--- config.mk ---
export PLATFORM = sky130hd
export DESIGN_NAME = dual_ram_ext
export DESIGN_NICKNAME = d
export VERILOG_FILES = /design/src/rtl/dual_ram_pkg.sv /design/src/rtl/ram_clr_seq.sv /design/src/rtl/dual_ram_ext.sv
export SDC_FILE = /design/constraint.sdc
export NUM_CORES = 1
export LEC_CHECK = 0
export BUFFER_PORTS_ARGS = -buffer_cell sky130_fd_sc_hd__clkbuf_2
export CELL_PAD_IN_SITES_DETAIL_PLACEMENT = 0
export CELL_PAD_IN_SITES_GLOBAL_PLACEMENT = 1
export CORE_AREA = 2 2 163 165
export CTS_BUF_LIST = sky130_fd_sc_hd__clkbuf_2
export CTS_CLUSTER_SIZE = 20
export DETAILED_ROUTE_END_ITERATION = 16
export DIE_AREA = 0 0 165 167
export GPL_TIMING_DRIVEN = 0
export PLACE_DENSITY_LB_ADDON = 0.1
export SYNTH_ARGS = -nofsm -noshare
export SYNTH_HDL_FRONTEND = slang
export SYNTH_HIERARCHICAL = 1
export SYNTH_SLANG_ARGS = --single-unit
--- constraint.sdc ---
create_clock -name clk -period 3.27 [get_ports clk]
set_input_delay 0 -clock clk [delete_from_list [all_inputs] [get_ports clk]]
set_output_delay 0 -clock clk [all_outputs]
set_load 0.05 [all_outputs]
--- src/rtl/dual_ram_pkg.sv ---
// dual_ram_pkg: shared FSM state type and read-during-write mode constants
package dual_ram_pkg;
    typedef enum logic {CLEAR, READY} state_t;
    localparam int RDW_READ_FIRST = 0;
    localparam int RDW_WRITE_FIRST = 1;
endpackage

--- src/rtl/ram_clr_seq.sv ---
// ram_clr_seq: clear FSM that walks every address once, one word per cycle
module ram_clr_seq
    import dual_ram_pkg::*;
#(
    parameter int ADDR_WIDTH = 4
) (
    input  logic                  clk,
    input  logic                  rst_n,
    input  logic                  clr,
    output logic                  busy,
    output logic [ADDR_WIDTH-1:0] clr_addr,
    output logic                  clr_we
);
    localparam int DEPTH = 1 << ADDR_WIDTH;
    localparam logic [ADDR_WIDTH:0] LAST = (ADDR_WIDTH + 1)'(DEPTH - 1);
    state_t state, state_nx;
    logic [ADDR_WIDTH:0] cnt, cnt_nx;
    always_ff @(posedge clk or negedge rst_n) begin
        if (!rst_n) begin
            state <= CLEAR;
            cnt   <= '0;
        end else begin
            state <= state_nx;
            cnt   <= cnt_nx;
        end
    end
    // clr is only honoured from READY, so a running clear never restarts
    always_comb begin
        state_nx = state;
        cnt_nx   = cnt;
        if (state == CLEAR) begin
            cnt_nx   = cnt + 1'b1;
            state_nx = (cnt == LAST) ? READY : CLEAR;
        end else if (clr) begin
            state_nx = CLEAR;
            cnt_nx   = '0;
        end
    end
    assign busy     = (state == CLEAR);
    assign clr_we   = busy;
    assign clr_addr = cnt[ADDR_WIDTH-1:0];
endmodule

--- src/rtl/dual_ram_ext.sv ---
// dual_ram_ext: two-port RAM with self-clearing sequence, collision flag and selectable read-during-write
module dual_ram_ext
    import dual_ram_pkg::*;
#(
    parameter int DATA_WIDTH = 8,
    parameter int ADDR_WIDTH = 4,
    parameter int RDW_MODE   = 0
) (
    input  logic                  clk,
    input  logic                  rst_n,
    input  logic                  clr,
    output logic                  busy,
    input  logic                  we1,
    input  logic                  oe1,
    input  logic [ADDR_WIDTH-1:0] addr1,
    input  logic [DATA_WIDTH-1:0] d_in1,
    output logic [DATA_WIDTH-1:0] d_out1,
    output logic                  vld1,
    input  logic                  we2,
    input  logic                  oe2,
    input  logic [ADDR_WIDTH-1:0] addr2,
    input  logic [DATA_WIDTH-1:0] d_in2,
    output logic [DATA_WIDTH-1:0] d_out2,
    output logic                  vld2,
    output logic                  coll
);
    localparam int DEPTH = 1 << ADDR_WIDTH;
    logic [DATA_WIDTH-1:0] mem [DEPTH];
    logic [ADDR_WIDTH-1:0] clr_addr;
    logic                  clr_we, rd1, rd2, same, hit, byp1, byp2;
    logic [DATA_WIDTH-1:0] q1, q2;
    ram_clr_seq #(.ADDR_WIDTH(ADDR_WIDTH)) u_seq (
        .clk(clk), .rst_n(rst_n), .clr(clr),
        .busy(busy), .clr_addr(clr_addr), .clr_we(clr_we)
    );
    // bypass only matters for the other port's write; a port cannot read while it writes
    always_comb begin
        same = (addr1 == addr2);
        hit  = we1 && we2 && same;
        rd1  = !busy && oe1 && !we1;
        rd2  = !busy && oe2 && !we2;
        byp1 = (RDW_MODE == RDW_WRITE_FIRST) && we2 && same;
        byp2 = (RDW_MODE == RDW_WRITE_FIRST) && we1 && same;
        q1   = byp1 ? d_in2 : mem[addr1];
        q2   = byp2 ? d_in1 : mem[addr2];
    end
    always_ff @(posedge clk) begin
        if (clr_we) begin
            mem[clr_addr] <= '0;
        end else begin
            if (we1) mem[addr1] <= d_in1;
            if (we2 && !hit) mem[addr2] <= d_in2;
        end
    end
    always_ff @(posedge clk or negedge rst_n) begin
        if (!rst_n) begin
            d_out1 <= '0;
            d_out2 <= '0;
            vld1   <= 1'b0;
            vld2   <= 1'b0;
            coll   <= 1'b0;
        end else begin
            d_out1 <= rd1 ? q1 : '0;
            d_out2 <= rd2 ? q2 : '0;
            vld1   <= rd1;
            vld2   <= rd2;
            coll   <= !busy && hit;
        end
    end
endmodule

==> results of run 1 <==
[power by group through the flow]
stage	Sequential [W]	Clock, W	Combinational [W]
global route	0.00277	0.00105	0.00179
floorplan	0.00273	0	0.000980
detailed placement	0.00278	0	0.00162
global placement	0.00275	0	0.00160
CTS	0.00273	0.000975	0.00167
finish	0.00274	0.000952	0.00171
[cell usage in the layout (no fill, tap or decap), drive strengths merged, types with 17 or more instances in the layout]
cell | netlist | final
dfrtp | 25 | 25
mux4 | 63 | 63
dlygate4sd3 | 0 | 41
edfxtp | 128 | 128
inv | 25 | 28
o32ai | 120 | 120
buf | 38 | 38
nand2 | 58 | 58
o22ai | 18 | 18
clkbuf | 42 | 107
mux2i | 17 | 17
[cell type report]
type                            instances  area [sq um]  area share [%]
Inverter                               26           100           0.988
Multi-Input combinational cell        392          3890            38.4
Buffer                                 80           415            4.10
Antenna cell                            2          5.00          0.0494
Clock inverter                         13          98.8           0.976
Timing Repair Buffer                   87           641            6.32
Sequential cell                       153          4470            44.1
Tap cell                              335           419            4.14
Clock buffer                           19          95.1           0.939
[stage by stage]
step / util, % / hold WS, ns
after floorplan: - / -0.296
after global placement: 36.9 / 0.0195
after detailed placement: 36.9 / 0.0292
after CTS: 39.2 / 0.0263
after global routing: 39.3 / 0.0606
final: 39.3 / 0.0846
[critical path: cells and delay by family (launching register included)]
kind	cells	cell delay [ns]
simple gates	2	0.20
buf+inv	5	1.05
compound gates	2	1.24
flops	1	0.41
[worst paths after layout]
path | from | endpoint | cells past startpoint
worst max-delay path | u_seq/state$_DFF_PN0_ | mem[5][0]$_DFFE_PP_ | 9
worst min-delay path | addr1[0] | d_out1[7]$_DFF_PN0_ | 5
worst max register to register | u_seq/state$_DFF_PN0_ | mem[5][0]$_DFFE_PP_ | 9
worst min register to register | u_seq/state$_DFF_PN0_ | u_seq/cnt[2]$_DFFE_PN0P_ | 2
max in group asynchronous | rst_n | d_out1[7]$_DFF_PN0_ | 3
min in group asynchronous | rst_n | u_seq/cnt[2]$_DFFE_PN0P_ | 3
[sequential cells by signal, indices dropped and copies added (netlist names)]
register	flops
coll	1
d_out1	8
d_out2	8
mem	128
u_seq/cnt	5
u_seq/state	1
vld1	1
vld2	1
[routing by layer]
metal | global-route usage (%) | vias up | wire length, um
li1 | - | 2965 | -
met1 | 36.0 | 3641 | 14200
met2 | 39.8 | 509 | 16000
met3 | 4.23 | 68 | 3080
met4 | 11.2 | 0 | 1600
met5 | 0 | - | 0
[timing repair]
| item | in CTS | in global routing |
|---|---|---|
| setup endpoints to repair | 0 | 83 |
| gates resized for setup | 0 | 6 |
| hold endpoints to repair | 173 | 0 |
| buffers inserted | 0 | 0 |
| hold buffers | 41 | 0 |
[synthesized netlist by cell type, types with 2 or more instances]
cell	count
ha_1	2
a221o_1	7
nor3b_1	4
xnor2_1	5
and3b_1	2
buf_4	7
a31oi_1	6
o2111a_1	2
nand2_1	57
inv_1	24
mux2_2	2
nand3b_1	2
edfxtp_1	128
nand2b_1	2
buf_2	22
o32ai_1	120
o22ai_1	18
buf_6	8
mux2i_1	17
a21oi_2	7
nor2_1	7
o21bai_1	6
mux4_2	63
and2_1	2
o21ai_0	12
nor3_1	2
clkbuf_1	42
nor2b_1	7
and3_1	5
a211oi_2	2
a22oi_1	9
nand3_1	5
a21oi_4	2
or3_1	2
dfrtp_1	25
[kinds of logic (layout without fill, tap and decap cells)]
logic type               after synthesis  count (layout)  synth area share [%]
multiplexers                          82              82                  18.2
other                                  0               2                     0
AND/OR/NAND/NOR                      105             105                  5.92
buffers and inverters                106             225                  5.81
XOR/XNOR                               6               6                 0.593
adder cells (fa/ha/maj)                2               2                 0.283
AO/OA/AOI/OAI                        197             197                  18.7
flip-flops                           153             153                  50.5
==> results.md, run 1 <==
- Outcome: finished with violations
- Failing checks: setup timing
- Via Count: 7,183
- Final net count: 790
- Clock Pin Slew Worst Setup and Hold Paths: 0.26 ns
- Final Hold Fails: 0
- Sequential group share of total power: 50.7%
- Synthesis-to-layout area growth: 14.4%
- PD cells: 533 nW/um^2
- Sequential fraction of the synthesis area: 50.5%
- R2r setup slk: -0.02 ns
- I/O Buffers: 46
- RePlAce Congestion: 0.944
- Cts bufs inserted: 17
- Async SR Flop Fraction: 16.3%
- Worst-margin pin slew: 1.11 ns
- Die footprint: 27,600 sq um
- Max-slew violations: 0
- Number of global-route vias before repair: 6,980
- Max-Cap Viols: 0
- Mean Syn Cell Area: 13.6 sq um
- Register bit total from synthesis: 153
- Post-synth cell types: 53
- RSZ-0062 raised after global routing: true
- Combinational power share: 31.6%
- Die W: 165 um
- Tot GR Track Use: 25.9%
- H-tree depth: 4
- P_leak: 3.44 nW
- Switching share of total power: 37.7%
- CTS tree: yes
- IO Count: 51
- Proportion of layout cells with a drive suffix above 1: 25.7%
- First-pass GRT wire length: 49.3 mm
- VDD IR max: 223 uV
- Internal power: 0.00336 W
- Slew headroom: 25.9%
- Clock power frac: 17.6%
- Critical path's largest stage delay: 0.64 ns
- Syn_nets: 684
- Area leader, netlist: edfxtp_1
- Clk sinks: 153
- DR pass1 iterations: 7
- Dpl hpwl: 26.7 mm
- Worst-skew pair later-pin latency: 0.74 ns
- Area contributors post-synth: edfxtp_1 (43%), mux4_2 (16%), o32ai_1 (12%), dfrtp_1 (7.1%), nand2_1 (2.4%)
- Initial antenna violation count: 2
- Critical path's slowest cell: a31oi_1
- Core ar.: 25,800 sq um
- Chip Height: 167 um
- Cells after synthesis: 651
- Startpoint Class: register
- Critical path fanouts, max: 10
- YS warnings: 6
- DP Area: 9510 sq um
- Via density: 6.49
- Layout Cells excl Fill: 1,107
- Clock Root Buffer: clkbuf_2
- GRT overflow: 0
- Fmax: 0.304 GHz
- Hold Path Class: in2reg
- Sw Pwr: 0.00204 W
- Post-synth EDFFs: 128
- Top_reg_cell synth: edfxtp_1
- Placed cells: 1,032
- Wirelength, routed: 34.9 mm
- Crit Path Class: reg2reg
- Crit path capture type: register
- Total Power: 0.00540 W
- Worst EP arrival: 3.64 ns
- Post-Syn Area: 8860 sq um
- Fin crit share: 101%
- Share of the synthesized area in the top cell type: 43.4%
- Setup WS pre-CTS: 0.0857 ns
- Critical Path RT: 3.62 ns
- Bufs on Longest Clock Path: 2
- Post-Route Skew: 0.0459 ns
- Cells along the critical path: buf_6 > inv_4 > buf_4 > nor2b_1 > clkbuf_1 > buf_2 > nor3b_1 > a31oi_1 > o22ai_1
- Final worst slack: -0.0203 ns
- Initial Util: 34.4%
- Fill cells: 2,456
- Sum Neg Setup Slack: -0.0699 ns
- Final ANT Viol Nets: 0
- Largest net degree at the start of global routing: 26
- Iter 0 DRT Violations: 1,045
- Finish-stage setup viols: 7
- Placement Rows: 59
- Mean routed wirelength per cell: 31.6 um
- DRC: 0
- Post-layout min period: 3.29 ns
- Final instance area: 10,100 sq um
Power figures use the tool's default switching activity.
==> run 2, diff against run 1 <==
==> constraint.sdc (replaced) <==
create_clock -name clk -period 3.27 [get_ports clk]
set_input_delay 0.327 -clock clk [delete_from_list [all_inputs] [get_ports clk]]
set_output_delay 0.327 -clock clk [all_outputs]
set_load 0.05 [all_outputs]
==> run 2 against run 1 <==
  * The flow now finishes without violations
  * First-iteration DRC count decreased by 4.7%
  * Clock power increased by 1%
  * Routed wire length decreased by 0.88%
==> results.md, run 2 (synthesized netlist as in run 1, its figures left out) <==
- Slew headroom: 26.7% (+0.79 points)
- Layout Cells excl Fill: 1,077 (-2.7%)
- Max-slew violations: 0 (unchanged)
- Fin crit share: 96.1% (-4.5 points)
- Worst EP arrival: 3.53 ns (-0.11 ns)
- IO Count: 51 (unchanged)
- Clock Root Buffer: clkbuf_2
- Post-layout min period: 3.14 ns (-0.147 ns)
- Synthesis-to-layout area growth: 11.5%
- Wirelength, routed: 34.6 mm (-0.88%)
- Startpoint Class: register
- Commonest non-fill, non-tap cells in the layout: edfxtp_1 (128), o32ai_1 (120), clkbuf_2 (65)
- Final ANT Viol Nets: 0 (unchanged)
- Final hold slack: 0.0342 ns (-0.0505 ns)
- Sum Neg Setup Slack: 0 ns (+0.0699 ns)
- Final net count: 760 (-3.8%)
- Cts bufs inserted: 17 (unchanged)
- Tot GR Track Use: 25.7% (-0.20 points)
- Die W: 165 um (unchanged)
- Mean routed wirelength per cell: 32.2 um (+1.9%)
- Max reg flops: 128 (unchanged)
- Outcome: completed
- Critical Path RT: 3.66 ns (+0.04 ns)
- Final Hold Fails: 0 (unchanged)
- Initial antenna violation count: 2 (unchanged)
- Max-Cap Viols: 0 (unchanged)
- Number of global-route vias before repair: 6,783 (-2.8%)
- Fill cells: 2,465 (+0.37%)
- Crit path capture type: register
- Critical path fanouts, max: 10 (unchanged)
- Crit Path Class: reg2reg
- Die footprint: 27,600 sq um (unchanged)
- Register area: 4470 sq um (unchanged)
- Clock Pin Slew Worst Setup and Hold Paths: 0.25 ns (about the same)
- Via density: 6.51 (+0.32%)
- Total Power: 0.00540 W (about the same)
- Largest net degree at the start of global routing: 26 (unchanged)
- Dpl hpwl: 26.7 mm (unchanged)
- Hold Path Class: in2reg
- Bufs on Longest Clock Path: 2 (unchanged)
- Iter 0 DRT Violations: 996 (-4.7%)
- RSZ-0062 raised after global routing: false
- Initial Util: 34.4% (unchanged)
- Top flop regs: mem: 128 flops, d_out1: 8 flops, d_out2: 8 flops
- Placement Rows: 59 (unchanged)
- Post-layout util: 38.3% (-1.0 points)
- Fmax: 0.318 GHz (+4.7%)
- DR pass1 iterations: 5 (-2)
- Finish-stage setup viols: 0 (-7)
- RePlAce Congestion: 0.944 (unchanged)
- Area of the multi-input gates: 3930 sq um (+1.1%)
- Clk sinks: 153 (unchanged)
- GRT overflow: 0 (unchanged)
- DRC: 0 (unchanged)
- Worst-skew pair later-pin latency: 0.76 ns (+0.02 ns)
- PD cells: 547 nW/um^2 (+2.7%)
- Via Count: 7,011 (-2.4%)
- R2R cell count: 8 (-1)
- Commonest non-fill, non-tap cell in the layout: edfxtp_1
- VDD IR max: 223 uV (-0.28%)
- Chip Height: 167 um (unchanged)
- Core ar.: 25,800 sq um (unchanged)
- I/O Buffers: 46 (unchanged)
- Worst hold path depth: 3 (-2)
- Post-Route Skew: 0.0429 ns (-0.00306 ns)
- Setup bufs post-CTS: 0 (unchanged)
- Worst-margin pin slew: 1.10 ns (-0.0118 ns)
- P_leak: 3.30 nW (-4.1%)
- First-pass GRT wire length: 48.9 mm (-0.85%)
- H-tree depth: 4 (unchanged)
- CTS tree: yes
- Placed cells: 1,032 (unchanged)
- Most flop-heavy register: mem
- Proportion of layout cells with a drive suffix above 1: 27.6% (+1.9 points)
-- run 2: cell types whose count changed in the layout (fill, tap and decap cells not counted), sizes merged --
cell	delta
dlygate4sd3	-30
-- run 2: path summary, 6_finish.rpt --
path,slack (ns),startpoint,endpoint
worst max-delay path,0.13,u_seq/state$_DFF_PN0_,mem[9][4]$_DFFE_PP_
worst min-delay path,0.03,d_in2[1],mem[15][1]$_DFFE_PP_
worst max register to register,0.13,u_seq/state$_DFF_PN0_,mem[9][4]$_DFFE_PP_
worst min register to register,0.60,u_seq/state$_DFF_PN0_,u_seq/cnt[2]$_DFFE_PN0P_
max in group asynchronous,2.77,rst_n,d_out1[7]$_DFF_PN0_
min in group asynchronous,0.05,rst_n,u_seq/cnt[2]$_DFFE_PN0P_
-- run 2: what timing repair did --
item                                    in CTS  in global routing
hold endpoints to repair                    38                  0
resized for setup                            0                 11
endpoints found under the setup margin       0                 82
hold buffers                                11                  0
-- run 2: cell type report --
cell class	instances	share of cell area (%)
diodes	2	0.0507
plain buffers	80	4.20
clock buffers	19	0.963
clock inverters	13	1.00
inverters	26	1.01
multi-input cells	392	39.8
flip-flops and latches	153	45.3
well taps	335	4.25
repair buffers	57	3.45
-- run 2: power by group --
part           internal [W]  switching, W
sequential          0.00256      0.000183
combinational      0.000585       0.00112
clock              0.000210      0.000752
total               0.00335       0.00205
-- run 2: per-stage QoR --
step,worst slack (ns),instance area [sq um]
final,0.127,9870
after global placement,-0.00973,9510
after CTS,0.00954,9810
after floorplan,0.873,8860
after global routing,0.00716,9870
after detailed placement,-0.00918,9510
-- run 2: metal layers --
layer | global-route usage [%] | vias up | share of wire [%]
met1 | 35.9 | 3577 | 41
met5 | 0 | - | 0
met4 | 10.6 | 0 | 4.4
met2 | 39.5 | 462 | 46
li1 | - | 2914 | -
met3 | 4.13 | 58 | 8.7
-- run 2: critical path, cell delays in order, from the launching register on --
cell	delay (ns)
dfrtp_1	0.40
buf_6	0.13
inv_4	0.06
buf_4	0.15
nor2b_1	0.13
clkbuf_1	0.37
buf_2	0.34
a31oi_2	0.26
o22ai_1	0.92
